**src/rtl/lcd_spi_mon_pkg.sv**
```systemverilog
// Shared types and constants for the LCD SPI bus monitor.
package lcd_spi_mon_pkg;

  // Flops in each input synchroniser chain.
  localparam int unsigned SyncStages = 2;

  // One captured LCD byte with its data/command tag (1 = data, 0 = command).
  typedef struct packed {
    logic       is_data;
    logic [7:0] value;
  } lcd_byte_t;

  typedef enum logic {
    IDLE  = 1'b0,
    SHIFT = 1'b1
  } mon_state_e;

endpackage

```
**src/rtl/lcd_spi_mon_fifo.sv**
```systemverilog
// Small FIFO of captured LCD bytes.
// The head is read straight from the storage registers.
// Pointers carry one extra wrap bit to tell full from empty.
module lcd_spi_mon_fifo
  import lcd_spi_mon_pkg::*;
#(
  parameter int unsigned FifoDepth = 4
) (
  input  logic      clk_i,
  input  logic      rst_i,
  input  logic      push_i,
  input  lcd_byte_t push_data_i,
  input  logic      pop_i,
  output lcd_byte_t head_o,
  output logic      full_o,
  output logic      empty_o
);

  localparam int unsigned AddrW = $clog2(FifoDepth);
  localparam logic [AddrW:0] PtrOne = {{AddrW{1'b0}}, 1'b1};

  logic [AddrW:0] wr_ptr_q, wr_ptr_d;
  logic [AddrW:0] rd_ptr_q, rd_ptr_d;
  lcd_byte_t      mem_q [FifoDepth];
  lcd_byte_t      mem_d [FifoDepth];
  logic           do_push;
  logic           do_pop;

  // Status flags, accept decisions and next-state for pointers and storage.
  // A pop frees the slot that a push on a full FIFO reuses in the same cycle.
  always_comb begin
    full_o   = (wr_ptr_q[AddrW] != rd_ptr_q[AddrW]) &&
               (wr_ptr_q[AddrW-1:0] == rd_ptr_q[AddrW-1:0]);
    empty_o  = (wr_ptr_q == rd_ptr_q);
    do_pop   = pop_i && !empty_o;
    do_push  = push_i && (!full_o || do_pop);
    head_o   = mem_q[rd_ptr_q[AddrW-1:0]];
    mem_d    = mem_q;
    wr_ptr_d = wr_ptr_q;
    rd_ptr_d = rd_ptr_q;
    if (do_push) begin
      mem_d[wr_ptr_q[AddrW-1:0]] = push_data_i;
      wr_ptr_d = wr_ptr_q + PtrOne;
    end
    if (do_pop) begin
      rd_ptr_d = rd_ptr_q + PtrOne;
    end
  end

  // Pointer and storage registers; storage is cleared so the head reads 0 after reset.
  always_ff @(posedge clk_i or posedge rst_i) begin
    if (rst_i) begin
      wr_ptr_q <= '0;
      rd_ptr_q <= '0;
      for (int unsigned i = 0; i < FifoDepth; i++) begin
        mem_q[i] <= '0;
      end
    end else begin
      wr_ptr_q <= wr_ptr_d;
      rd_ptr_q <= rd_ptr_d;
      mem_q    <= mem_d;
    end
  end

endmodule

```
**src/rtl/lcd_spi_monitor.sv**
```systemverilog
// Passive monitor for the LCD SPI bus (mode 0, MSB first).
// Reconstructs bytes, tags them with the DC line, and queues them behind valid/ready.
// Optional macro LCD_SPI_MON_STATS_EN builds the command/data/frame-error counters.
// Pipeline: 2 sync flops, registered edge detect, shift/push register, FIFO write.
module lcd_spi_monitor
  import lcd_spi_mon_pkg::*;
#(
  parameter int unsigned FifoDepth = 4,
  parameter int unsigned CntW      = 16
) (
  input  logic            clk_i,
  input  logic            rst_i,
  input  logic            spi_sck_i,
  input  logic            spi_cs_ni,
  input  logic            spi_copi_i,
  input  logic            lcd_dc_i,
  output logic            byte_valid_o,
  input  logic            byte_ready_i,
  output logic [7:0]      byte_value_o,
  output logic            byte_is_data_o,
  output logic            overflow_o,
  output logic            frame_err_pulse_o,
  output logic [CntW-1:0] cmd_count_o,
  output logic [CntW-1:0] data_count_o
);

  logic [SyncStages-1:0] sck_sync_q, sck_sync_d;
  logic [SyncStages-1:0] cs_sync_q, cs_sync_d;
  logic [SyncStages-1:0] copi_sync_q, copi_sync_d;
  logic [SyncStages-1:0] dc_sync_q, dc_sync_d;

  logic sck_dly_q, sck_dly_d;
  logic rise_q, rise_d;
  logic cs_q, cs_d;
  logic copi_q, copi_d;
  logic dc_q, dc_d;

  mon_state_e state_q, state_d;
  logic [2:0] cnt_q, cnt_d;
  logic [7:0] shreg_q, shreg_d;
  logic       push_q, push_d;
  lcd_byte_t  push_byte_q, push_byte_d;
  logic       frame_err_q, frame_err_d;
  logic       overflow_q, overflow_d;

  lcd_byte_t  head;
  logic       fifo_full;
  logic       fifo_empty;
  logic       pop;

  // Synchroniser chains, SCK delayed copy, and the aligned edge-detect stage.
  // COPI/DC/CS are delayed alongside the edge flag so the FSM sees them in step.
  always_comb begin
    sck_sync_d  = {sck_sync_q[SyncStages-2:0], spi_sck_i};
    cs_sync_d   = {cs_sync_q[SyncStages-2:0], spi_cs_ni};
    copi_sync_d = {copi_sync_q[SyncStages-2:0], spi_copi_i};
    dc_sync_d   = {dc_sync_q[SyncStages-2:0], lcd_dc_i};
    sck_dly_d   = sck_sync_q[SyncStages-1];
    rise_d      = sck_sync_q[SyncStages-1] && !sck_dly_q;
    cs_d        = cs_sync_q[SyncStages-1];
    copi_d      = copi_sync_q[SyncStages-1];
    dc_d        = dc_sync_q[SyncStages-1];
  end

  // Input capture registers; CS idles high so reset does not look like a frame start.
  always_ff @(posedge clk_i or posedge rst_i) begin
    if (rst_i) begin
      sck_sync_q  <= '0;
      cs_sync_q   <= '1;
      copi_sync_q <= '0;
      dc_sync_q   <= '0;
      sck_dly_q   <= 1'b0;
      rise_q      <= 1'b0;
      cs_q        <= 1'b1;
      copi_q      <= 1'b0;
      dc_q        <= 1'b0;
    end else begin
      sck_sync_q  <= sck_sync_d;
      cs_sync_q   <= cs_sync_d;
      copi_sync_q <= copi_sync_d;
      dc_sync_q   <= dc_sync_d;
      sck_dly_q   <= sck_dly_d;
      rise_q      <= rise_d;
      cs_q        <= cs_d;
      copi_q      <= copi_d;
      dc_q        <= dc_d;
    end
  end

  // Framing FSM: shift bits while CS is low, emit a byte every 8th edge, flag short frames.
  always_comb begin
    state_d     = state_q;
    cnt_d       = cnt_q;
    shreg_d     = shreg_q;
    push_d      = 1'b0;
    push_byte_d = push_byte_q;
    frame_err_d = 1'b0;
    case (state_q)
      IDLE: begin
        cnt_d = '0;
        if (!cs_q) begin
          state_d = SHIFT;
        end
      end
      SHIFT: begin
        if (cs_q) begin
          state_d     = IDLE;
          cnt_d       = '0;
          frame_err_d = (cnt_q != 3'd0);
        end else if (rise_q) begin
          shreg_d = {shreg_q[6:0], copi_q};
          cnt_d   = cnt_q + 3'd1;
          if (cnt_q == 3'd7) begin
            push_d              = 1'b1;
            push_byte_d.is_data = dc_q;
            push_byte_d.value   = {shreg_q[6:0], copi_q};
          end
        end
      end
      default: state_d = IDLE;
    endcase
  end

  // FSM state, shifter, byte handoff and error pulse registers.
  always_ff @(posedge clk_i or posedge rst_i) begin
    if (rst_i) begin
      state_q     <= IDLE;
      cnt_q       <= '0;
      shreg_q     <= '0;
      push_q      <= 1'b0;
      push_byte_q <= '0;
      frame_err_q <= 1'b0;
    end else begin
      state_q     <= state_d;
      cnt_q       <= cnt_d;
      shreg_q     <= shreg_d;
      push_q      <= push_d;
      push_byte_q <= push_byte_d;
      frame_err_q <= frame_err_d;
    end
  end

  lcd_spi_mon_fifo #(
    .FifoDepth (FifoDepth)
  ) u_fifo (
    .clk_i       (clk_i),
    .rst_i       (rst_i),
    .push_i      (push_q),
    .push_data_i (push_byte_q),
    .pop_i       (pop),
    .head_o      (head),
    .full_o      (fifo_full),
    .empty_o     (fifo_empty)
  );

  // Handshake and sticky overflow: a push onto a full FIFO is lost unless a pop frees a slot.
  always_comb begin
    pop        = !fifo_empty && byte_ready_i;
    overflow_d = overflow_q || (push_q && fifo_full && !pop);
  end

  // Sticky overflow register.
  always_ff @(posedge clk_i or posedge rst_i) begin
    if (rst_i) begin
      overflow_q <= 1'b0;
    end else begin
      overflow_q <= overflow_d;
    end
  end

  assign byte_valid_o      = !fifo_empty;
  assign byte_value_o      = head.value;
  assign byte_is_data_o    = head.is_data;
  assign overflow_o        = overflow_q;
  assign frame_err_pulse_o = frame_err_q;

`ifdef LCD_SPI_MON_STATS_EN
  localparam logic [CntW-1:0] CntOne = {{(CntW-1){1'b0}}, 1'b1};

  logic [CntW-1:0] cmd_cnt_q, cmd_cnt_d;
  logic [CntW-1:0] data_cnt_q, data_cnt_d;
  logic [CntW-1:0] err_cnt_q, err_cnt_d;

  // Statistics: every emitted byte counts, including ones dropped on overflow.
  always_comb begin
    cmd_cnt_d  = cmd_cnt_q;
    data_cnt_d = data_cnt_q;
    err_cnt_d  = err_cnt_q;
    if (push_q && push_byte_q.is_data) begin
      data_cnt_d = data_cnt_q + CntOne;
    end
    if (push_q && !push_byte_q.is_data) begin
      cmd_cnt_d = cmd_cnt_q + CntOne;
    end
    if (frame_err_q) begin
      err_cnt_d = err_cnt_q + CntOne;
    end
  end

  // Statistics registers.
  always_ff @(posedge clk_i or posedge rst_i) begin
    if (rst_i) begin
      cmd_cnt_q  <= '0;
      data_cnt_q <= '0;
      err_cnt_q  <= '0;
    end else begin
      cmd_cnt_q  <= cmd_cnt_d;
      data_cnt_q <= data_cnt_d;
      err_cnt_q  <= err_cnt_d;
    end
  end

  assign cmd_count_o  = cmd_cnt_q;
  assign data_count_o = data_cnt_q;
`else
  assign cmd_count_o  = '0;
  assign data_count_o = '0;
`endif

endmodule

```
**config.mk**
```make
export PLATFORM = sky130hd
export DESIGN_NAME = lcd_spi_monitor
export DESIGN_NICKNAME = d
export VERILOG_FILES = /design/src/rtl/lcd_spi_mon_pkg.sv /design/src/rtl/lcd_spi_mon_fifo.sv /design/src/rtl/lcd_spi_monitor.sv
export SDC_FILE = /design/constraint.sdc
export NUM_CORES = 1
export LEC_CHECK = 0
export CAP_MARGIN = 10
export CELL_PAD_IN_SITES_DETAIL_PLACEMENT = 0
export CELL_PAD_IN_SITES_GLOBAL_PLACEMENT = 2
export CORE_UTILIZATION = 41
export DETAILED_ROUTE_END_ITERATION = 6
export PLACE_DENSITY = 0.86
export SYNTH_ARGS = -nofsm -noshare
export SYNTH_HDL_FRONTEND = slang
export SYNTH_HIERARCHICAL = 1
export SYNTH_SLANG_ARGS = --single-unit
export TNS_END_PERCENT = 20
```
**constraint.sdc**
```tcl
create_clock -name clk_i -period 3.9 [get_ports clk_i]
set_input_delay 0.975 -clock clk_i [delete_from_list [all_inputs] [get_ports clk_i]]
set_output_delay 0.975 -clock clk_i [all_outputs]
set_load 0.005 [all_outputs]
```
== Word level (Yosys, flattened, before mapping) ==
Index checks and enable logic that the tools add are counted.
Storage, ports and cells
  input bits: 7
  output and inout port bits: 44
  register bits after elaboration: 78
Cells by class
  multiplexer cells: 16
  $lt $le $gt $ge: 3
  bitwise logic cells: 4
  eq/ne operators: 5
  $add $sub $neg: 3
  reductions and logical operators: 17
Operators with widths (number)
  36-bit bitwise mux: 1
  9-bit 2-to-1 mux: 3
  9-bit binary-select mux with 2-bit select: 1
  9-bit demux with 2-bit select: 1
  3-bit by 1-bit adder with 3-bit output, second input constant: 3
  1-bit logical AND: 8
  1-bit 2-to-1 mux: 7
  3-bit >= comparator, second input constant: 2
  3-bit 2-to-1 mux: 2
  2-bit inverter with 3-bit output: 2
  3-bit case mux with 2 select lines: 1
  1-bit zero test: 4
  4-bit AND reduction: 1
  3-bit == test: 1
  3-bit == test, second input constant: 1
  3-bit by 1-bit < comparator with 1-bit output, second input constant: 1
  3-bit != test, second input constant: 1
  3-bit AND reduction: 1
  3-bit nonzero test: 1
  2-bit == test: 1
  1-bit logical OR: 2
  1-bit inverter: 2
  1-bit != test: 1

== Longest topological paths before layout ==
Gate-level depths: netlist of run 1.
  depth after elaboration: 6
  depth in mapped cells: 6
  gate-level depth less buffers: 5

== Modules after synthesis ==
The synthesis of run 1 kept the hierarchy.
Modules (own cells, without submodules)
  lcd_spi_mon_fifo: area each 2030.7 um^2, cells each 121, instances 1, sequential area each 1051.0 um^2
  lcd_spi_monitor: area each 1515.2 um^2, cells each 111, instances 1, sequential area each 904.6 um^2

== Worst setup path after synthesis of run 1 ==
Ideal clock, no wire load.
  path kind: input port to flip-flop
  from: input port byte_ready_i
  to: register u_fifo/mem_q[0] in the netlist's numbering
  path slack: 1.437 ns
  stages on the path: 4
  path buffers: 1
  library setup time: 0.125 ns
  data arrival time: 2.338 ns
  cell sequence: nor2b_1 clkbuf_2 o41ai_4 mux2_2
Between the ends
  cells in the longest elaborated chain, start to end: 4
RTL lines
  start, declared: RTL line lcd_spi_monitor.sv:18  | input logic byte_ready_i,
  1-bit logical AND: RTL line lcd_spi_monitor.sv:158  | pop = !fifo_empty && byte_ready_i;
  1-bit logical AND: RTL line lcd_spi_mon_fifo.sv:35  | do_pop = pop_i && !empty_o;
  1-bit logical OR: RTL line lcd_spi_mon_fifo.sv:36  | do_push = push_i && (!full_o || do_pop);
  1-bit logical AND: RTL line lcd_spi_mon_fifo.sv:36
  end signal, assigned: RTL line lcd_spi_mon_fifo.sv:61  | mem_q <= mem_d;
  end, declared: RTL line lcd_spi_mon_fifo.sv:24  | lcd_byte_t mem_q [FifoDepth];
Every way passes these cells.
A chain may end at the register's enable or synchronous reset.

== Final worst setup path of run 1 ==
  from: register u_fifo.rd_ptr_q[1]
  to: output port byte_valid_o
Between the ends
  cells in the longest elaborated chain, start to end: 2
RTL lines
  start, declared: RTL line lcd_spi_mon_fifo.sv:23  | logic [AddrW:0] rd_ptr_q, rd_ptr_d;
  start signal, assigned: RTL line lcd_spi_mon_fifo.sv:60  | rd_ptr_q <= rd_ptr_d;
  3-bit == test: RTL line lcd_spi_mon_fifo.sv:34  | empty_o = (wr_ptr_q == rd_ptr_q);
  net fifo_empty: RTL line lcd_spi_monitor.sv:48  | logic fifo_empty;
  1-bit zero test: RTL line lcd_spi_monitor.sv:171  | assign byte_valid_o = !fifo_empty;
  end, declared: RTL line lcd_spi_monitor.sv:17  | output logic byte_valid_o,
The timed path passes the listed nets, and every way through them passes these cells.

==> summary.txt, run 1 <==
Floorplan
  – Starting density of the core: 0.427
  – Site Rows: 33
  – DIE AREA: 9020 um^2
  – Die height: 95.0 um
  – Core footprint: 8300 um^2
  – DIE WIDTH: 95.0 um
  – Io pins: 51

Synthesis
  – Synth area leader: dfrtp_1
  – #FFs+latches synth: 78
  – Synth Instances: 232
  – Post-synth cell types: 29
  – Top cells by area, synth: dfrtp_1 53%, mux2_2 17%, buf_4 7.0%
  – Post-synth top area share: 0.529
  – Mapped Avg Cell Area: 15.3 um^2
  – Mapped Area: 3550 um^2
  – Synth Warn #: 6
  – Register area share after synthesis: 0.552

Timing
  – Final period util: 0.879
  – Final setup violation count: 0
  – RSZ-0062 raised after global routing: no
  – Final hold violations: 0
  – Worst setup slack after layout: 0.471 ns
  – Relative slew slack: 0.403
  – Worst Clk Skew: 0.00550 ns
  – Min cycle time layout: 3.43 ns
  – Slew Limit Fails: 0
  – Least-Margin Pin Slew: 0.893 ns
  – Max frequency: 0.292 GHz
  – Worst hold slack: 0.355 ns
  – Total negative slack: 0 ns

Clock network
  – Root buf cell: clkbuf_8
  – CTS buffer count: 9
  – CTS clk-pin slew, worst paths: 0.08 ns
  – CTS Buffer Depth: 2
  – Clock Latency Late Sink: 0.35 ns
  – TritonCTS clock tree: built
  – Hold bufs inserted after CTS: 0
  – Post-CTS sizing: 0
  – # clock sinks: 78
  – Setup bufs post-CTS: 0
  – CTS H-tree depth: 3

Worst hold path
  – Worst Hold Path Cells: 0
  – Hold Crit Endpoint: dc_q
  – Worst hold path type: reg -> reg
  – HP Start: dc_sync_q[1]

Placed design
  – Placed insts: 356
  – Placed Instance Area: 3760 um^2
  – # port buffers: 18
  – DP HPWL: 3430 um
  – Setup WS pre-CTS: 0.761 ns
  – Global placement routability congestion: 0.702

Power and ir drop
  – Tot Pwr: 1.51 mW
  – Power density cells: 381 nW/um^2
  – Max VDD drop: 0.194 mV
  – P_leak: 1.94 nW

Critical path
  – Worst Path Arrival: 2.45 ns
  – CP Capture Type: primary output
  – CP Max Fanout: 12
  – Startpoint Class: register
  – Kind of critical path: reg -> out
  – RR Endpoint: u_fifo/mem_q[1]
  – Reg-to-reg startpoint: u_fifo/rd_ptr_q[1]
  – Req. time, crit path: 2.92 ns
  – R2R cell count: 6
  – CP Launch Point: u_fifo/rd_ptr_q[1]
  – Worst R2R Setup Slack: 0.78 ns

Route
  – DRT Pass-1 Iters: 3
  – Antenna Nets Post-Route: 0
  – Routed length per instance: 13.6 um
  – Vias/cell: 4.65
  – Final WL: 5070 um
  – Residual DRC: 0
  – Via count: 1730
  – Drt initial violations: 49

Layout
  – Cell area after layout: 3950 um^2
  – Core Util, Final: 0.476
  – Most frequent cells in the layout: 75 x dfrtp_1, 54 x mux2_2, 32 x conb_1
  – Post-Layout Cell Count: 372
  – Nets: 277
  – # diodes: 0
  – Commonest non-fill, non-tap cell in the layout: dfrtp_1
  – Area growth, synth to finish: 11.5%
  – Layout cells sized above 1: 0.363

Flow run
  – Max_cap viols: 0

Global route
  – Number of global-route vias before repair: 1700
  – Largest net degree at the start of global routing: 43
  – First-pass GRT wire length: 8810 um
  – Antenna violations before repair: 0
  – Total grt overflow: 0
  – Total GRT Usage: 0.132

Status
  – Status: completed
## layer usage
| layer | up-vias | share of wire | global-route usage |
|---|---|---|---|
| met5 | - | 0 | 0 |
| met4 | 0 | 0.014 | 0.0492 |
| met3 | 8 | 0.032 | 0.0411 |
| met2 | 27 | 0.47 | 0.195 |
| met1 | 881 | 0.49 | 0.182 |
| li1 | 814 | - | - |
## flip-flops by register name, summed over array words and instances, names as in the netlist
register / cells
cnt_q: 3
copi_q: 1
copi_sync_q: 2
cs_q: 1
cs_sync_q: 2
dc_q: 1
dc_sync_q: 2
frame_err_pulse_o: 1
overflow_o: 1
push_byte_q: 9
push_q: 1
rise_q: 1
sck_dly_q: 1
sck_sync_q: 2
shreg_q: 7
state_q: 1
u_fifo/mem_q: 36
u_fifo/rd_ptr_q: 3
u_fifo/wr_ptr_q: 3
## Yosys cell counts
master	count
nand3b_2	1
o21bai_1	1
xnor2_1	5
and2_1	4
xor2_1	1
nand2_1	2
dfstp_2	3
xor2_2	2
inv_1	10
conb_1	1
dfrtp_1	75
mux4_2	9
o311ai_0	1
nor2_1	3
nor3_1	2
o41ai_1	1
o41ai_4	4
ha_1	8
nand4b_4	1
o31ai_1	1
buf_1	2
nor2b_1	2
clkbuf_2	1
buf_4	33
mux2i_1	2
or2b_1	1
a21oi_1	1
mux2_2	54
xnor2_2	1
## how the worst max path moves through the flow
stage                 endpoint  slack (ns)  depth (start not counted)
3_5_place_dp   u_fifo/mem_q[1]        0.76                          6
4_1_cts           byte_valid_o        0.42                          4
5_1_grt           byte_valid_o        0.27                          4
6_report          byte_valid_o        0.47                          4
2_1_floorplan  u_fifo/mem_q[0]        1.44                          4
3_3_place_gp   u_fifo/mem_q[1]        0.79                          6
## report_power, final
group	internal, mW	switching (mW)
clock network	0.298	0.299
registers	0.837	0.0174
logic	0.0258	0.0299
## worst max-delay path, cell delays in order (launching register included)
cell             delay [ns]
dfrtp_1                0.79
xor2_2                 0.59
nor3_1                 0.16
inv_1                  0.08
clkdlybuf4s50_1        0.49
## area by class of cell
type,count,area [um^2]
timing repair buffer,24,225
multi-input combinational,139,1410
clock inverter,7,71.3
sequential,78,1960
tap,105,131
fill,751,4350
inverter,10,37.5
clock buffer,9,124
## cell families after synthesis
group	Yosys count	synth area share
AND/OR/NAND/NOR	16	0.0307
buffers and inverters	46	0.0840
other	1	0.00106
multiplexers	65	0.234
adder cells (fa/ha/maj)	8	0.0282
XOR/XNOR	9	0.0286
AO/OA/AOI/OAI	9	0.0416
flip-flops	78	0.552
Note: power is estimated with default switching activity, not from simulation.
==> run 2: changes to the inputs <==
- CAP_MARGIN: 10 -> default
- PLACE_DENSITY: 0.86 -> default
- PLACE_DENSITY_LB_ADDON: default -> 0.1
==> run 2 against run 1 <==
Largest power group unchanged. Global-route usage up 0.67 points. Cell area unchanged. Critical path type unchanged. Via count increased by 1.2%. Combinational power increased by 2%. Die area is the same. Utilization unchanged.
==> summary.txt, run 2 (synthesis gave the netlist of run 1 again) <==
Route
  – Routed length per instance: 14.4 um (+5.6%)
  – DRT Pass-1 Iters: 3 (unchanged)
  – Antenna Nets Post-Route: 0 (unchanged)
  – Final WL: 5380 um (+6.2%)
  – Residual DRC: 0 (unchanged)
  – Vias/cell: 4.68 (+0.67%)
  – Drt initial violations: 61 (+24%)
  – Via count: 1751 (+1.2%)

Floorplan
  – DIE AREA: 9020 um^2 (unchanged)
  – Site Rows: 33 (unchanged)
  – Io pins: 51 (unchanged)
  – Core footprint: 8300 um^2 (unchanged)
  – Starting density of the core: 0.427 (unchanged)
  – DIE WIDTH: 95.0 um (unchanged)
  – Die height: 95.0 um (unchanged)

Timing
  – Max frequency: 0.313 GHz (+7.3%)
  – Slew Limit Fails: 0 (unchanged)
  – Final period util: 0.819 (-0.0599)
  – Worst Clk Skew: 0.00707 ns (+0.00157 ns)
  – RSZ-0062 raised after global routing: no
  – Final hold violations: 0 (unchanged)
  – Min cycle time layout: 3.20 ns (-0.234 ns)
  – Total negative slack: 0 ns (unchanged)
  – Final setup violation count: 0 (unchanged)
  – Least-Margin Pin Slew: 0.952 ns (+0.0596 ns)
  – Relative slew slack: 0.364 (-0.0390)

Worst hold path
  – Hold Crit Endpoint: dc_q
  – Worst hold path type: reg -> reg
  – Worst Hold Path Cells: 0 (unchanged)
  – HP Start: dc_sync_q[1]

Critical path
  – R2R cell count: 6 (unchanged)
  – Startpoint Class: register
  – Req. time, crit path: 2.92 ns (about the same)
  – Reg-to-reg startpoint: u_fifo/rd_ptr_q[1]
  – Worst R2R Setup Slack: 1.04 ns (+0.26 ns)
  – CP Capture Type: primary output
  – Kind of critical path: reg -> out
  – Worst Path Arrival: 2.22 ns (-0.23 ns)
  – RR Endpoint: u_fifo/mem_q[27]
  – CP Max Fanout: 12 (unchanged)

Layout
  – Largest registers: u_fifo/mem_q (36), push_byte_q (9), shreg_q (7)
  – # diodes: 0 (unchanged)
  – Area growth, synth to finish: 11.5% (unchanged)
  – Most frequent cells in the layout: 75 x dfrtp_1, 54 x mux2_2, 32 x conb_1
  – # fillers: 740 (-1.5%)
  – Post-Layout Cell Count: 374 (+0.54%)
  – Commonest non-fill, non-tap cell in the layout: dfrtp_1
  – Register name with the most flops: u_fifo/mem_q
  – Max reg flops: 36 (unchanged)
  – Layout cells sized above 1: 0.368 (+0.00473)
  – Nets: 279 (+0.72%)
  – Core Util, Final: 0.476 (unchanged)

Clock network
  – Clock Latency Late Sink: 0.35 ns (about the same)
  – Post-CTS sizing: 0 (unchanged)
  – Hold bufs inserted after CTS: 0 (unchanged)
  – Root buf cell: clkbuf_8
  – CTS H-tree depth: 3 (unchanged)
  – Setup bufs post-CTS: 0 (unchanged)
  – TritonCTS clock tree: built
  – # clock sinks: 78 (unchanged)
  – CTS clk-pin slew, worst paths: 0.09 ns (about the same)
  – CTS buffer count: 9 (unchanged)
  – CTS Buffer Depth: 2 (unchanged)

Placed design
  – Global placement routability congestion: 0.699 (-0.47%)
  – # port buffers: 18 (unchanged)
  – Placed insts: 358 (+0.56%)
  – DP HPWL: 3740 um (+9.1%)

Global route
  – Antenna violations before repair: 0 (unchanged)
  – Largest net degree at the start of global routing: 36 (-16%)
  – First-pass GRT wire length: 8980 um (+2.0%)
  – Number of global-route vias before repair: 1723 (+1.4%)
  – Total grt overflow: 0 (unchanged)
  – Total GRT Usage: 0.139 (+0.00667)

Power and ir drop
  – P_leak: 1.93 nW (-0.84%)
  – Power density cells: 369 nW/um^2 (-3.1%)
  – Max VDD drop: 0.241 mV (+25%)
  – Tot Pwr: 1.46 mW (-3.1%)

Flow run
  – Max_cap viols: 0 (unchanged)

Status
  – Status: completed
-- run 2: changes by cell type in the layout (fill, tap and decap cells not counted), sizes merged --
cell      change
clkinv        -3
buf           +2
clkinvlp      +4
bufinv        -1
-- run 2: metal layers --
metal / track usage / wire length [um]
met2: 0.215 / 2600
met1: 0.182 / 2500
met4: 0.0606 / 94
met3: 0.0386 / 185
met5: 0 / 0
-- run 2: worst max path at each step --
stage / startpoint / end / slack, ns / cells past startpoint
floorplan: byte_ready_i / u_fifo/mem_q[0] / 1.44 / 4
global placement: byte_ready_i / u_fifo/mem_q[27] / 0.83 / 5
detailed placement: byte_ready_i / u_fifo/mem_q[27] / 0.79 / 5
CTS: u_fifo/rd_ptr_q[1] / byte_value_o[4] / 0.64 / 2
global route: u_fifo/rd_ptr_q[1] / byte_value_o[4] / 0.57 / 2
finish: u_fifo/rd_ptr_q[1] / byte_value_o[4] / 0.70 / 2
-- run 2: layout make-up --
| class | count | area (um^2) | area share |
|---|---|---|---|
| Clock buffer | 9 | 124 | 0.0313 |
| Clock inverter | 7 | 56.3 | 0.0142 |
| Inverter | 10 | 37.5 | 0.00949 |
| Multi-Input combinational cell | 139 | 1410 | 0.356 |
| Sequential cell | 78 | 1960 | 0.495 |
| Tap cell | 105 | 131 | 0.0332 |
| Timing Repair Buffer | 26 | 240 | 0.0608 |
-- run 2: per-stage QoR --
stage	hold slack [ns]	setup slack (ns)	cell area, um^2
6_report	0.355	0.704	3950
3_3_place_gp	0.332	0.825	3770
3_5_place_dp	0.336	0.789	3770
5_1_grt	0.366	0.573	3950
2_1_floorplan	0.331	1.44	3660
4_1_cts	0.356	0.642	3950
-- run 2: worst max-delay path, stage by stage, from the launching register on --
cell	delay, ns
dfrtp_1	0.80
mux4_2	0.60
clkdlybuf4s50_1	0.46
-- run 2: where the power goes --
group	switching [mW]	internal (mW)
Clock	0.312	0.236
Combinational	0.0302	0.0264
Sequential	0.0182	0.837
Total	0.360	1.10
